==> src/rtl/sdpram_bist_pkg.sv <==
// rtl/sdpram_bist_pkg.sv - state codes, pattern codes and checkerboard helper for the SDPRAM BIST
package sdpram_bist_pkg;

  localparam int CB_MAX = 1152;

  typedef logic [2:0] state_t;

  localparam state_t ST_IDLE  = 3'd0;
  localparam state_t ST_WRITE = 3'd1;
  localparam state_t ST_GAP   = 3'd2;
  localparam state_t ST_READ  = 3'd3;
  localparam state_t ST_DRAIN = 3'd4;
  localparam state_t ST_DONE  = 3'd5;

  localparam logic [1:0] PAT_DOWN     = 2'd0;
  localparam logic [1:0] PAT_CHECKER  = 2'd1;
  localparam logic [1:0] PAT_ADDR     = 2'd2;
  localparam logic [1:0] PAT_INV_DOWN = 2'd3;

  // Even-index checkerboard word: MSB is 1, bits alternate 1010.. down to bit 0.
  function automatic logic [CB_MAX-1:0] cb_word(input int width);
    logic [CB_MAX-1:0] w;
    w = '0;
    for (int j = 0; j < CB_MAX; j++) begin
      if (j < width) w[j] = (((width - 1 - j) % 2) == 0);
    end
    return w;
  endfunction

endpackage

==> src/rtl/sdpram_bist_pattern_gen.sv <==
// rtl/sdpram_bist_pattern_gen.sv - maps (pattern, address index) to the BIST data word
module sdpram_bist_pattern_gen
  import sdpram_bist_pkg::*;
#(
  parameter int ADDR_WIDTH = 11,
  parameter int DATA_WIDTH = 24
) (
  input  logic [1:0]            pattern_i,
  input  logic [ADDR_WIDTH-1:0] index_i,
  output logic [DATA_WIDTH-1:0] data_o
);

  localparam logic [CB_MAX-1:0]     CB_FULL = cb_word(DATA_WIDTH);
  localparam logic [DATA_WIDTH-1:0] CB_EVEN = CB_FULL[DATA_WIDTH-1:0];

  logic [DATA_WIDTH-1:0] idx_ext;
  logic [DATA_WIDTH-1:0] down;

  always_comb begin
    idx_ext = DATA_WIDTH'(index_i);
    down    = {DATA_WIDTH{1'b1}} - idx_ext;
    case (pattern_i)
      PAT_DOWN:    data_o = down;
      PAT_CHECKER: data_o = index_i[0] ? ~CB_EVEN : CB_EVEN;
      PAT_ADDR:    data_o = idx_ext;
      default:     data_o = ~down;
    endcase
  end

endmodule

==> src/rtl/sdpram_bist_ctrl.sv <==
// rtl/sdpram_bist_ctrl.sv - write/read-compare BIST controller for an external SDPRAM
// Define SDPRAM_BIST_FIRST_ERR_EN to build the first-mismatch address capture register.
module sdpram_bist_ctrl
  import sdpram_bist_pkg::*;
#(
  parameter int ADDR_WIDTH    = 11,
  parameter int DATA_WIDTH    = 24,
  parameter int RD_LATENCY    = 1,
  parameter int ERR_CNT_WIDTH = 3
) (
  input  logic                     wr_clk,
  input  logic                     tb_wr_rst,
  input  logic                     start,
  input  logic [1:0]               pattern,
  output logic                     ram_wr_en,
  output logic [ADDR_WIDTH-1:0]    ram_wr_addr,
  output logic [DATA_WIDTH-1:0]    ram_wr_data,
  output logic                     ram_rd_en,
  output logic [ADDR_WIDTH-1:0]    ram_rd_addr,
  input  logic [DATA_WIDTH-1:0]    ram_rd_data,
  output logic                     busy,
  output logic                     done,
  output logic                     pass,
  output logic [ERR_CNT_WIDTH-1:0] err_cnt,
  output logic [ADDR_WIDTH-1:0]    first_err_addr
);

  state_t                   state_q, state_d;
  logic [ADDR_WIDTH:0]      addr_q, addr_d, addr_inc;
  logic [1:0]               drain_q, drain_d;
  logic [1:0]               pat_q, pat_d;
  logic [ERR_CNT_WIDTH-1:0] err_q, err_d;
  logic [RD_LATENCY-1:0]    vld_q;
  logic [ADDR_WIDTH-1:0]    raddr_q [RD_LATENCY];
  logic                     accept, in_write, in_read, mismatch;
  logic [DATA_WIDTH-1:0]    wr_pat, exp_data;

  assign accept   = start && ((state_q == ST_IDLE) || (state_q == ST_DONE));
  assign in_write = (state_q == ST_WRITE);
  assign in_read  = (state_q == ST_READ);
  // The spare top bit of the counter flags the pass over the last address.
  assign addr_inc = addr_q + (ADDR_WIDTH+1)'(1);

  always_comb begin
    state_d = state_q;
    addr_d  = addr_q;
    drain_d = drain_q;
    pat_d   = pat_q;
    case (state_q)
      ST_IDLE, ST_DONE: begin
        if (start) begin
          state_d = ST_WRITE;
          addr_d  = '0;
          pat_d   = pattern;
        end
      end
      ST_WRITE: begin
        addr_d = addr_inc;
        if (addr_inc[ADDR_WIDTH]) begin
          state_d = ST_GAP;
          addr_d  = '0;
        end
      end
      ST_GAP: state_d = ST_READ;
      ST_READ: begin
        addr_d = addr_inc;
        if (addr_inc[ADDR_WIDTH]) begin
          state_d = ST_DRAIN;
          addr_d  = '0;
          drain_d = '0;
        end
      end
      ST_DRAIN: begin
        if (drain_q == 2'(RD_LATENCY - 1)) state_d = ST_DONE;
        else                               drain_d = drain_q + 2'd1;
      end
      default: state_d = ST_IDLE;
    endcase
  end

  assign mismatch = vld_q[RD_LATENCY-1] && (ram_rd_data != exp_data);

  always_comb begin
    err_d = err_q;
    if (accept)                                   err_d = '0;
    else if (mismatch && (err_q != '1))           err_d = err_q + ERR_CNT_WIDTH'(1);
  end

  always_ff @(posedge wr_clk or posedge tb_wr_rst) begin
    if (tb_wr_rst) begin
      state_q <= ST_IDLE;
      addr_q  <= '0;
      drain_q <= '0;
      pat_q   <= '0;
      err_q   <= '0;
      vld_q   <= '0;
      for (int i = 0; i < RD_LATENCY; i++) raddr_q[i] <= '0;
    end else begin
      state_q    <= state_d;
      addr_q     <= addr_d;
      drain_q    <= drain_d;
      pat_q      <= pat_d;
      err_q      <= err_d;
      vld_q[0]   <= in_read;
      raddr_q[0] <= addr_q[ADDR_WIDTH-1:0];
      for (int i = 1; i < RD_LATENCY; i++) begin
        vld_q[i]   <= vld_q[i-1];
        raddr_q[i] <= raddr_q[i-1];
      end
    end
  end

  sdpram_bist_pattern_gen #(
    .ADDR_WIDTH(ADDR_WIDTH),
    .DATA_WIDTH(DATA_WIDTH)
  ) u_wr_gen (
    .pattern_i(pat_q),
    .index_i  (addr_q[ADDR_WIDTH-1:0]),
    .data_o   (wr_pat)
  );

  sdpram_bist_pattern_gen #(
    .ADDR_WIDTH(ADDR_WIDTH),
    .DATA_WIDTH(DATA_WIDTH)
  ) u_exp_gen (
    .pattern_i(pat_q),
    .index_i  (raddr_q[RD_LATENCY-1]),
    .data_o   (exp_data)
  );

`ifdef SDPRAM_BIST_FIRST_ERR_EN
  logic [ADDR_WIDTH-1:0] first_err_q;

  // A zero error count means no mismatch has been seen yet in this run.
  always_ff @(posedge wr_clk or posedge tb_wr_rst) begin
    if (tb_wr_rst)                     first_err_q <= '0;
    else if (accept)                   first_err_q <= '0;
    else if (mismatch && (err_q == '0)) first_err_q <= raddr_q[RD_LATENCY-1];
  end

  assign first_err_addr = first_err_q;
`else
  assign first_err_addr = '0;
`endif

  assign ram_wr_en   = in_write;
  assign ram_wr_addr = in_write ? addr_q[ADDR_WIDTH-1:0] : '0;
  assign ram_wr_data = in_write ? wr_pat : '0;
  assign ram_rd_en   = in_read;
  assign ram_rd_addr = in_read ? addr_q[ADDR_WIDTH-1:0] : '0;
  assign busy        = in_write || in_read || (state_q == ST_GAP) || (state_q == ST_DRAIN);
  assign done        = (state_q == ST_DONE);
  assign pass        = done && (err_q == '0);
  assign err_cnt     = err_q;

endmodule

==> config.mk <==
export PLATFORM = sky130hd
export DESIGN_NAME = sdpram_bist_ctrl
export DESIGN_NICKNAME = d
export VERILOG_FILES = /design/src/rtl/sdpram_bist_pkg.sv /design/src/rtl/sdpram_bist_pattern_gen.sv /design/src/rtl/sdpram_bist_ctrl.sv
export SDC_FILE = /design/constraint.sdc
export NUM_CORES = 1
export LEC_CHECK = 0
export BUFFER_PORTS_ARGS = -buffer_cell sky130_fd_sc_hd__buf_2
export CORE_ASPECT_RATIO = 0.8
export CORE_UTILIZATION = 50
export CTS_CLUSTER_DIAMETER = 120
export CTS_CLUSTER_SIZE = 8
export DETAILED_ROUTE_END_ITERATION = 7
export PLACE_DENSITY = 0.88
export SKIP_CTS_REPAIR_TIMING = 1
export SLEW_MARGIN = 40
export SYNTH_ARGS = -nofsm -noshare
export SYNTH_HDL_FRONTEND = slang
export SYNTH_SLANG_ARGS = --single-unit
==> constraint.sdc <==
create_clock -name wr_clk -period 2.37 [get_ports wr_clk]
set_input_delay 0.474 -clock wr_clk [delete_from_list [all_inputs] [get_ports wr_clk]]
set_output_delay 0.474 -clock wr_clk [all_outputs]
set_load 0.01 [all_outputs]
Word-level counts from Yosys, hierarchy flattened

Cells that the tools add are included.

Add/sub/neg operators: 5
Equality and inequality tests: 14
Mux-type cells: 20
Bitwise gates (word level): 2
Reductions and logical operators: 21

Operators by type and width:

| kind                                                                  | count |
|---|---|
| 24-bit one-hot mux with 3 select lines                                | 2 |
| 24-bit 2-to-1 mux                                                     | 3 |
| 24-bit NOT                                                            | 2 |
| 11-bit 2-to-1 mux                                                     | 3 |
| 1-bit by 12-bit subtractor with 13-bit output, first input constant   | 2 |
| 24-bit != test                                                        | 1 |
| 12-bit one-hot mux with 2 select lines                                | 1 |
| 3-bit 2-to-1 mux                                                      | 6 |
| 3-bit one-hot mux with 5 select lines                                 | 1 |
| 12-bit by 1-bit adder with 12-bit output, second input constant       | 1 |
| 12-bit 2-to-1 mux                                                     | 1 |
| 2-bit != test, second input constant                                  | 5 |
| 3-bit by 2-bit equality test with 1-bit output, second input constant | 2 |
| 3-bit equality test, second input constant                            | 2 |
| 3-bit zero test                                                       | 2 |
| 2-bit nonzero test                                                    | 3 |
| 1-bit logical AND                                                     | 4 |
| 2-bit zero test                                                       | 2 |
| 1-bit logical OR                                                      | 4 |
| 2-bit 2-to-1 mux                                                      | 2 |
| 2-bit one-hot mux with 2 select lines                                 | 1 |
| 2-bit AND reduction                                                   | 2 |
| 4-bit AND reduction                                                   | 1 |
| 2-bit OR reduction                                                    | 2 |
| 7 further kinds                                                       | 7 |

Bits in registers: 34
Input port bits: 29
Logic and storage cells: 69

Longest topological paths before layout

Gate-level depths: netlist (run 1).

Word-level depth: 8
Gate-level depth with buffers: 9
Mapped depth without buffers: 7

Cells and area by module

Synthesis (run 1) repeated with hierarchy kept, for this count alone.

Cell total of the unflattened synthesis: 352
Area total of the unflattened synthesis: 2,892.8 sq um

By module, submodules not included:

| module                  | times used | cells each | area an instance (sq um) | sequential area each (sq um) |
|---|---|---|---|---|
| sdpram_bist_ctrl        | 1          | 250        | 2,234.6                  | 825.8 |
| sdpram_bist_pattern_gen | 2          | 51         | 329.1                    | 0.0 |

Least setup slack after synthesis (run 1)

OpenSTA, ideal clock, no wires.

Path type: reg2out
From: register pat_q[1]
To: output port ram_wr_data[13]
Arrival time: 1,979 ps
Data required time: 1,896 ps
Setup slack: -83 ps
Stages on the path, launching flop included: 7
Buffers on the path: 5
Path through: dfrtp_1 -> clkbuf_1 -> clkbuf_1 -> buf_2 -> buf_2 -> a211oi_1 -> buf_4

Longest elaborated chain between the ends: 3

Ends and longest elaborated chain:

| what                                              | RTL line                      | RTL |
|---|---|---|
| start: declaration                                | sdpram_bist_ctrl.sv:31        | `logic [1:0] pat_q, pat_d;` |
| start signal: assignment                          | sdpram_bist_ctrl.sv:102       | `pat_q <= pat_d;` |
| 2-bit equality test, or another cell as far along | sdpram_bist_pattern_gen.sv:22 | `case (pattern_i)` |
| 24-bit one-hot mux with 3 select lines (*)        | sdpram_bist_pattern_gen.sv:22 |  |
| 24-bit 2-to-1 mux (*)                             | sdpram_bist_ctrl.sv:148       | `assign ram_wr_data = in_write ? wr_pat : '0;` |
| end: declaration                                  | sdpram_bist_ctrl.sv:17        | `output logic [DATA_WIDTH-1:0] ram_wr_data,` |

Every way passes the cells marked *; elsewhere a longest branch is shown, timed or not.

Final worst setup path (run 1)

From: register state_q[0]
To: output port ram_wr_data[18]

Longest elaborated chain between the ends: 2

Ends and longest elaborated chain:

| what                                           | RTL line                | RTL |
|---|---|---|
| start: declaration                             | sdpram_bist_ctrl.sv:28  | `state_t state_q, state_d;` |
| start signal: assignment                       | sdpram_bist_ctrl.sv:99  | `state_q <= state_d;` |
| 3-bit by 1-bit equality test with 1-bit output | sdpram_bist_ctrl.sv:39  | `assign in_write = (state_q == ST_WRITE);` |
| 24-bit 2-to-1 mux                              | sdpram_bist_ctrl.sv:148 |  |

Every way passes these cells.

==> results.txt, run 1 <==
* Required time at the endpoint of the critical path: 1.90 ns
- Summing the areas of all fa, ha and maj instances in the mapped netlist gives 2.51% of the synthesized area.
- TritonCTS Buffers: 5
- Measured along the y axis, the die boundary spans 65.1 µm.
- The die is 80.9 µm wide.
- The most used flip-flop cell after synthesis is sky130_fd_sc_hd__dfrtp_1.
- Clock Tree Buf Depth: 2
* Proportion of register bits with asynchronous set or reset after synthesis: 100%
* Nets: 401
- In this run the worst path has a maximum fanout of 12.
- Global routing used 5.00% of the available met3 tracks.
- The worst-case IR drop observed on VDD is 0.513 mV.
- Counting both buffers and inverters, the worst setup path holds a total of 2.
- 94 I/O pins were placed.
- For the worst setup path, the data arrival time is 1.75 ns.
* Syn_area_per_cell: 8.24 µm²
- Source-to-sink clock delay at the later pin of the worst-skew pair: 0.28 ns
- Post-route setup TNS: 0 ns
- Between clock sinks in the finished design, the worst skew comes to 0.00515 ns.
- Synthesized instance count: 302
- IO Port Bufs: 82
- Number of endpoints with negative hold slack in the final report: 0
- The worst setup path is of the register to output port kind.
- CTS tree: yes
- Post-synthesis sequential area ratio: 33.2%
* First-pass detailed-route iteration total: 4
- Post-layout utilization of the core: 62.5%
* Finished Cell Area: 0.00293 mm²
- Number of clock sinks: 33
* Cell area after synthesis: 0.00249 mm²
- Detail Route Antenna Nets: 0
- In the global route stage, overall resource usage came out at 23.6%.
- Routing usage on met1: 31.6%
* Detailed-route DRC error count: 0
- Detailed-route via count: 2,361
* Critical path's top delay family: simple AND/OR/NAND/NOR gates
- First-pass GRT wire length: 9.61 mm
- Number of vias per cell after detailed routing: 5.52
- Entering global routing, the biggest net connects 34 pins.
* FF+latch count, synth: 33
* Final HPWL from detailed placement: 4.22 mm
- After synthesis, the share of cell area in mux cells is 2.92%.
- Detail-routed net length per standard cell: 13.8 µm
* Ratio of cells with drive above 1 in the final layout: 29.6%
- Min Tclk post-route: 2.22 ns
* Highest clock rate: 450 MHz
* Complex-gate fraction of the synthesized area: 15.8%
* Delay of the slowest critical-path stage: 0.47 ns
- Initial drt markers: 141
- The tightest min-delay check is of the input pin to asynchronous set/reset pin type.
* CTS Root Buffer Type: sky130_fd_sc_hd__clkbuf_8
- Synth warnings: 0
* List of cells traversed by the critical path: nor2b_1 -> nand2b_1 -> buf_4 -> nor3_2 -> buf_2
* Layout-stage area growth over the synthesis result: 17.5%
* Number of antenna violations at the first check in global routing: 0
- Fill cells in the final layout number 403.
- For this configuration, the core starts out at a cell density of 53.2%.
* Most heavily used metal layer in global routing: met2
- Setup repair after global routing left no endpoint under its margin.
- Wires add up to 5.90 mm.
- The congestion estimate from routability-driven global placement came to 0.892.
- After clock tree synthesis, the clock-pin slew on the worst setup and hold paths is 0.07 ns.
* Sum of overflow across all layers after global routing: 0
- The die covers 0.00526 mm².
- H-tree Lvls: 2
- The total area inside the core boundary comes to 0.00468 mm².
- Dominant combinational cell family by area after synthesis: simple AND/OR/NAND/NOR gates
* Antenna diode count: 0
- The slowest stage of the critical path belongs to the cell sky130_fd_sc_hd__dfrtp_1.
* Static leakage power: 0.00143 µW
* Number of enable flip-flop cells after synthesis: 0
* Area fraction in and, or, nand and nor cells after synthesis: 28.4%
- The number of global-route vias before repair came to 2,118.
- The netlist uses 46 different library cells.
* Post-synthesis xor/xnor area fraction: 5.63%
* Placed cell areas: 0.00284 mm²
* Cell Rows: 22
* Max-slew violation count: 0
- In the finished design, the share of the clock period the worst path needs comes to 93.7%.
- Hold timing on the final database bottoms out at a slack of 0.269 ns.
- Power per unit of standard cell area: 735 mW/mm²
- Startpoint Class: register
* Commonest non-fill, non-tap cells in the layout: 82 x sky130_fd_sc_hd__buf_2, 33 x sky130_fd_sc_hd__dfrtp_1, 26 x sky130_fd_sc_hd__nand2_1, 21 x sky130_fd_sc_hd__nor2_1, 19 x sky130_fd_sc_hd__o21ai_0
- Status: complete, no violations
- Kind of end point of the critical path: output port
- Global routing used 39.9% of the available met2 tracks.
- Max-cap violations in this run came to 0.
- Most common cell after layout, fill and taps aside: sky130_fd_sc_hd__buf_2
* Final setup fails: 0
[tightest hold or removal path, cell delays in order]
cell and delay [ns]:
sky130_fd_sc_hd__buf_2 0.09, sky130_fd_sc_hd__inv_1 0.04, sky130_fd_sc_hd__buf_4 0.36
[registers in the layout, summed over array words and instances, names as in the netlist]
signal	flops
addr_q	11
raddr_q	11
err_cnt	3
state_q	3
drain_q	2
pat_q	2
vld_q	1
[report_power, final]
part           switching [µW]  internal (µW)  total [µW]
Clock                     189            203         392
Sequential                229            695         924
Combinational             436            399         835
Total                     854           1300        2150
[Yosys cell counts, types with 2 or more instances]
master	count	area (µm²)
sky130_fd_sc_hd__or3_1	8	50.1
sky130_fd_sc_hd__o21ai_0	19	95.1
sky130_fd_sc_hd__nand3b_1	2	15.0
sky130_fd_sc_hd__nand2b_1	11	68.8
sky130_fd_sc_hd__a21oi_1	7	35.0
sky130_fd_sc_hd__nor2_1	21	78.8
sky130_fd_sc_hd__mux2_2	2	22.5
sky130_fd_sc_hd__inv_1	8	30.0
sky130_fd_sc_hd__a31oi_1	8	50.1
sky130_fd_sc_hd__buf_2	5	25.0
sky130_fd_sc_hd__o21a_1	2	15.0
sky130_fd_sc_hd__o31ai_1	12	90.1
sky130_fd_sc_hd__mux2i_1	5	50.1
sky130_fd_sc_hd__nand3_1	10	50.1
sky130_fd_sc_hd__nor4_1	3	18.8
sky130_fd_sc_hd__nor2b_1	4	25.0
sky130_fd_sc_hd__xnor2_1	7	61.3
sky130_fd_sc_hd__xor2_1	9	78.8
sky130_fd_sc_hd__ha_1	5	62.6
sky130_fd_sc_hd__buf_4	22	165
sky130_fd_sc_hd__clkbuf_1	17	63.8
sky130_fd_sc_hd__nand4_1	5	31.3
sky130_fd_sc_hd__and2_1	16	100
sky130_fd_sc_hd__nand2_1	26	97.6
sky130_fd_sc_hd__nor4bb_1	2	20.0
sky130_fd_sc_hd__nor3_1	2	10.0
sky130_fd_sc_hd__and3_1	13	81.3
sky130_fd_sc_hd__dfrtp_1	33	826
[path summary, 6_finish.rpt]
check / from / end / slack (ns) / cells past startpoint
setup reg to reg: pat_q[0] / err_cnt[1] / 0.42 / 6
hold / removal: tb_wr_rst / addr_q[1] / 0.27 / 3
hold reg to reg: drain_q[0] / drain_q[0] / 0.51 / 1
min in group wr_clk: pattern[1] / pat_q[1] / 0.44 / 2
max in group asynchronous: tb_wr_rst / addr_q[9] / 1.81 / 3
setup / recovery: state_q[0] / ram_wr_data[18] / 0.15 / 5
[per-layer routing]
metal	wire length, µm	up-vias
met3	381	2
met1	2610	1130
met2	2890	80
met4	21	0
li1	-	1149
met5	0	-
[through the flow]
| stage | power (µW) | setup WS [ns] | cells |
|---|---|---|---|
| global placement | 1730 | 0.363 | 420 |
| global route | 2320 | 0.0000397 | 428 |
| finish | 2150 | 0.148 | 428 |
| floorplan | 1480 | 0.193 | 312 |
| detailed placement | 1770 | 0.295 | 420 |
| CTS | 2160 | 0.136 | 428 |
[final cells by class]
| cell class | instances | area (µm²) | share of cell area, % |
|---|---|---|---|
| multi-input cells | 227 | 1430 | 48.8 |
| inverters | 8 | 30.0 | 1.03 |
| well taps | 60 | 75.1 | 2.57 |
| clock inverters | 2 | 10.0 | 0.342 |
| clock buffers | 6 | 72.6 | 2.48 |
| repair buffers | 92 | 485 | 16.6 |
| flip-flops and latches | 33 | 826 | 28.2 |
[cell families (layout without fill, tap and decap cells)]
| kind of cell | count (synthesis) | after routing |
|---|---|---|
| and+or+nand+nor | 129 | 129 |
| xor gates and xnor gates | 16 | 16 |
| adders and majority gates | 5 | 5 |
| DFF | 33 | 33 |
| muxes | 7 | 7 |
| buffers and inverters | 52 | 108 |
| other | 1 | 11 |
| AOI/OAI and AO/OA | 59 | 59 |
Note: power is estimated with default switching activity, not from simulation.
==> inputs of run 2 (changes only) <==
--- a/config.mk
+++ b/config.mk
@@ -7,13 +7,14 @@
 export LEC_CHECK = 0
 export BUFFER_PORTS_ARGS = -buffer_cell sky130_fd_sc_hd__buf_2
 export CORE_ASPECT_RATIO = 0.8
-export CORE_UTILIZATION = 50
+export CORE_UTILIZATION = 45
 export CTS_CLUSTER_DIAMETER = 120
 export CTS_CLUSTER_SIZE = 8
 export DETAILED_ROUTE_END_ITERATION = 7
-export PLACE_DENSITY = 0.88
+export MAX_ROUTING_LAYER = met4
+export PLACE_DENSITY = 0.84
 export SKIP_CTS_REPAIR_TIMING = 1
-export SLEW_MARGIN = 40
+export SLEW_MARGIN = 10
 export SYNTH_ARGS = -nofsm -noshare
 export SYNTH_HDL_FRONTEND = slang
 export SYNTH_SLANG_ARGS = --single-unit
==> constraint.sdc (replaced) <==
create_clock -name wr_clk -period 2 [get_ports wr_clk]
set_input_delay 0.4 -clock wr_clk [delete_from_list [all_inputs] [get_ports wr_clk]]
set_output_delay 0.4 -clock wr_clk [all_outputs]
set_load 0.01 [all_outputs]
==> run 2 against run 1 <==
  * The flow now finishes with violations (setup timing)
  * Highest routed layer unchanged
  * Combinational power up 49%
  * Final cell count grew 4.9%
  * Largest cell class unchanged
  * Clock power increased by 25%
  * First-iteration DRC count is 12% higher
  * Non-clock buffer count grew 17
  * Register-to-register slack lost 0.42 ns
  * Critical path depth unchanged
  * Critical path type unchanged
  * Sequential power rose by 16%
  * Via count grew 4.6%
==> results.txt, run 2 (synthesis gave the netlist of run 1 again) <==
- Status: finished, violations left
* Violations in the final reports: setup timing
- The portion of total power attributed to combinational logic is 44.4% (+5.6 points).
- Startpoint Class: register
* Non-filler cells in the finished layout: 449 (+4.9%)
* Worst supply voltage drop on vdd: 0.465 mV (-9.3%)
- The routability-driven placement congestion ratio was 0.882 (-1.0%).
* Required time at the endpoint of the critical path: 1.60 ns (-0.30 ns)
- Number of global-route vias before repair: 2,074 (-2.1%)
- Overall Global Routing Usage: 21.9% (-1.6 points)
* Post-route setup TNS: -0.00122 ns (-0.00122 ns)
* TritonCTS Buffers: 5 (unchanged)
- Setup repair after global routing could not meet its margin everywhere.
* Max Clock Skew: 0.00925 ns (+0.00410 ns)
- Tracing the worst setup path back leads to its startpoint at pat_q[1].
* Largest registers ranked by flip-flop count: addr_q x11, raddr_q x11
- The share of cells above drive strength 1 came to 38.2% (+8.6 points).
- The total setup violations reported at the end of the flow was 1 (+1).
* Filler cell count in the final layout: 439 (+8.9%)
- Detailed-route via count: 2,469 (+4.6%)
- Source-to-sink clock delay at the later pin of the worst-skew pair: 0.29 ns (about the same)
- Static timing analysis puts the maximum clock frequency at 500 MHz.
- Final worst slack: -0.00122 ns (-0.149 ns)
- The proportion of power drawn by flip-flops and latches came to 38.2% (-4.8 points).
* Clock Tree Buf Depth: 2 (unchanged)
- Number of I/O pins: 94 (unchanged)
- The final hold violation count was 0 (unchanged).
* Detail Route Antenna Nets: 0 (unchanged)
- The share of total power in the clock network came to 17.5% (-0.7 points).
- DIE HEIGHT: 68.5 µm (+5.2%)
* Worst Path Class, Setup: register to output port
* Final HPWL from detailed placement: 4.43 mm (+5.0%)
- The detailed-routing iteration count for the pre-antenna-repair pass was 4 (unchanged).
- The worst setup path is captured at an output port.
* IO Port Bufs: 82 (unchanged)
- Number of antenna violations at the first check in global routing: 0 (unchanged)
- The via density per instance was 5.50 (-0.32%).
- The routed wire length is 6.96 mm (+18%).
- The antenna diode instance count is 0 (unchanged).
- CTS Root Buffer Type: sky130_fd_sc_hd__clkbuf_8
- Floorplan core area: 0.00515 mm² (+10%)
- Number of clock sinks: 33 (unchanged)
* Layout-stage area growth over the synthesis result: 30.5%
- The routed wire length per instance is 15.5 µm (+13%).
- Max-slew headroom at the worst pin: 65.7%
* First-pass GRT wire length: 9.63 mm (+0.22%)
- Power per unit of standard cell area: 863 mW/mm² (+17%)
- The largest net degree at the start of global routing came to 34 (unchanged).
* Slew @ Worst Pin: 0.512 ns
* Path category of the worst min-delay check: input pin to asynchronous set/reset pin
- Sum of overflow across all layers after global routing: 0 (unchanged)
- The die area is 0.00583 mm² (+11%).
- The worst path in the final design needs a cycle of 2.00 ns, including I/O delays and setup.
* Worst endpoint data arrival time: 1.60 ns (-0.15 ns)
- Most common cell after layout, fill and taps aside: sky130_fd_sc_hd__buf_2
- Finished Cell Area: 0.00325 mm² (+11%)
* Cell Rows: 23 (+4.5%)
- The number of pins exceeding their max-slew limit in the final report came to 0 (unchanged).
* Overall die width: 85.1 µm (+5.3%)
* H-tree Lvls: 2 (unchanged)
* Placed cell areas: 0.00291 mm² (+2.3%)
- Switching power: 1130 µW (+32%)
- The final critical path takes up 100% of the cycle.
- The fraction of power spent switching nets came to 40.3% (+0.61 points).
* Initial drt markers: 158 (+12%)
* Worst-path maximum fanout: 7 (-5)
- The number of remaining DRC errors was 0 (unchanged).
- TritonCTS built the clock tree.
- Nets: 420 (+4.7%)
- The initial cell density of the core is 48.3% (-4.9 points).
- The number of max-capacitance violations reported came to 0 (unchanged).
* Clock-pin slew on the worst setup and hold paths: 0.07 ns (about the same)
* Commonest non-fill, non-tap cells in the layout: 82 x sky130_fd_sc_hd__buf_2, 28 x sky130_fd_sc_hd__dfrtp_1, 26 x sky130_fd_sc_hd__nand2_1, 21 x sky130_fd_sc_hd__nor2_1, 20 x sky130_fd_sc_hd__buf_4
- The internal power consumption was 1670 µW (+29%).
* Static leakage power: 0.00157 µW (+9.5%)
- Number of instances in the placed design: 427 (+1.7%)
- The worst register-to-register path begins at pat_q[0].
## run 2: power by group through the flow
stage	Sequential [µW]	Clock, µW	Combinational, µW
after floorplan	952	0	807
after global placement	1050	0	1050
after global routing	1090	526	1360
after detailed placement	1060	0	1070
after CTS	1050	492	1080
final	1070	490	1240
## run 2: layer usage
metal	share of wire, %	GRT usage [%]	routed length [µm]
met4	0.89	7.63	62
met1	43	27.4	2960
met5	0	-	0
met2	50	36.8	3500
met3	6.3	3.81	440
## run 2: through the flow
stage	total power [µW]	worst slack [ns]	utilization [%]	hold WS, ns
floorplan	1760	0.0141	-	0.352
global placement	2100	0.0649	56.5	0.448
detailed placement	2140	0.0110	56.5	0.462
CTS	2620	-0.240	58.1	0.200
global route	2980	-0.0762	63.1	0.236
finish	2800	-0.00122	63.1	0.181
## run 2: cell type report
type	instances	area [µm²]	share of cell area [%]
repair buffers	109	678	20.9
repair inverters	1	7.51	0.231
clock buffers	6	72.6	2.23
well taps	62	77.6	2.39
flip-flops and latches	33	832	25.6
clock inverters	2	10.0	0.308
multi-input cells	228	1540	47.3
inverters	8	33.8	1.04
## run 2: path summary, 6_finish.rpt
kind	end	slack [ns]	cells past startpoint
setup / recovery	ram_wr_data[4]	-0.001	5
hold / removal	vld_q	0.18	3
setup reg to reg	err_cnt[0]	-0.001	8
hold reg to reg	raddr_q[1]	0.49	0
max in group asynchronous	addr_q[3]	1.50	3
min in group wr_clk	pat_q[0]	0.36	2
## run 2: critical path: stages, from the launching register on
cell	delay, ns
sky130_fd_sc_hd__dfrtp_2	0.44
sky130_fd_sc_hd__buf_12	0.14
sky130_fd_sc_hd__buf_8	0.12
sky130_fd_sc_hd__or3_1	0.30
sky130_fd_sc_hd__a31oi_1	0.16
sky130_fd_sc_hd__buf_2	0.15
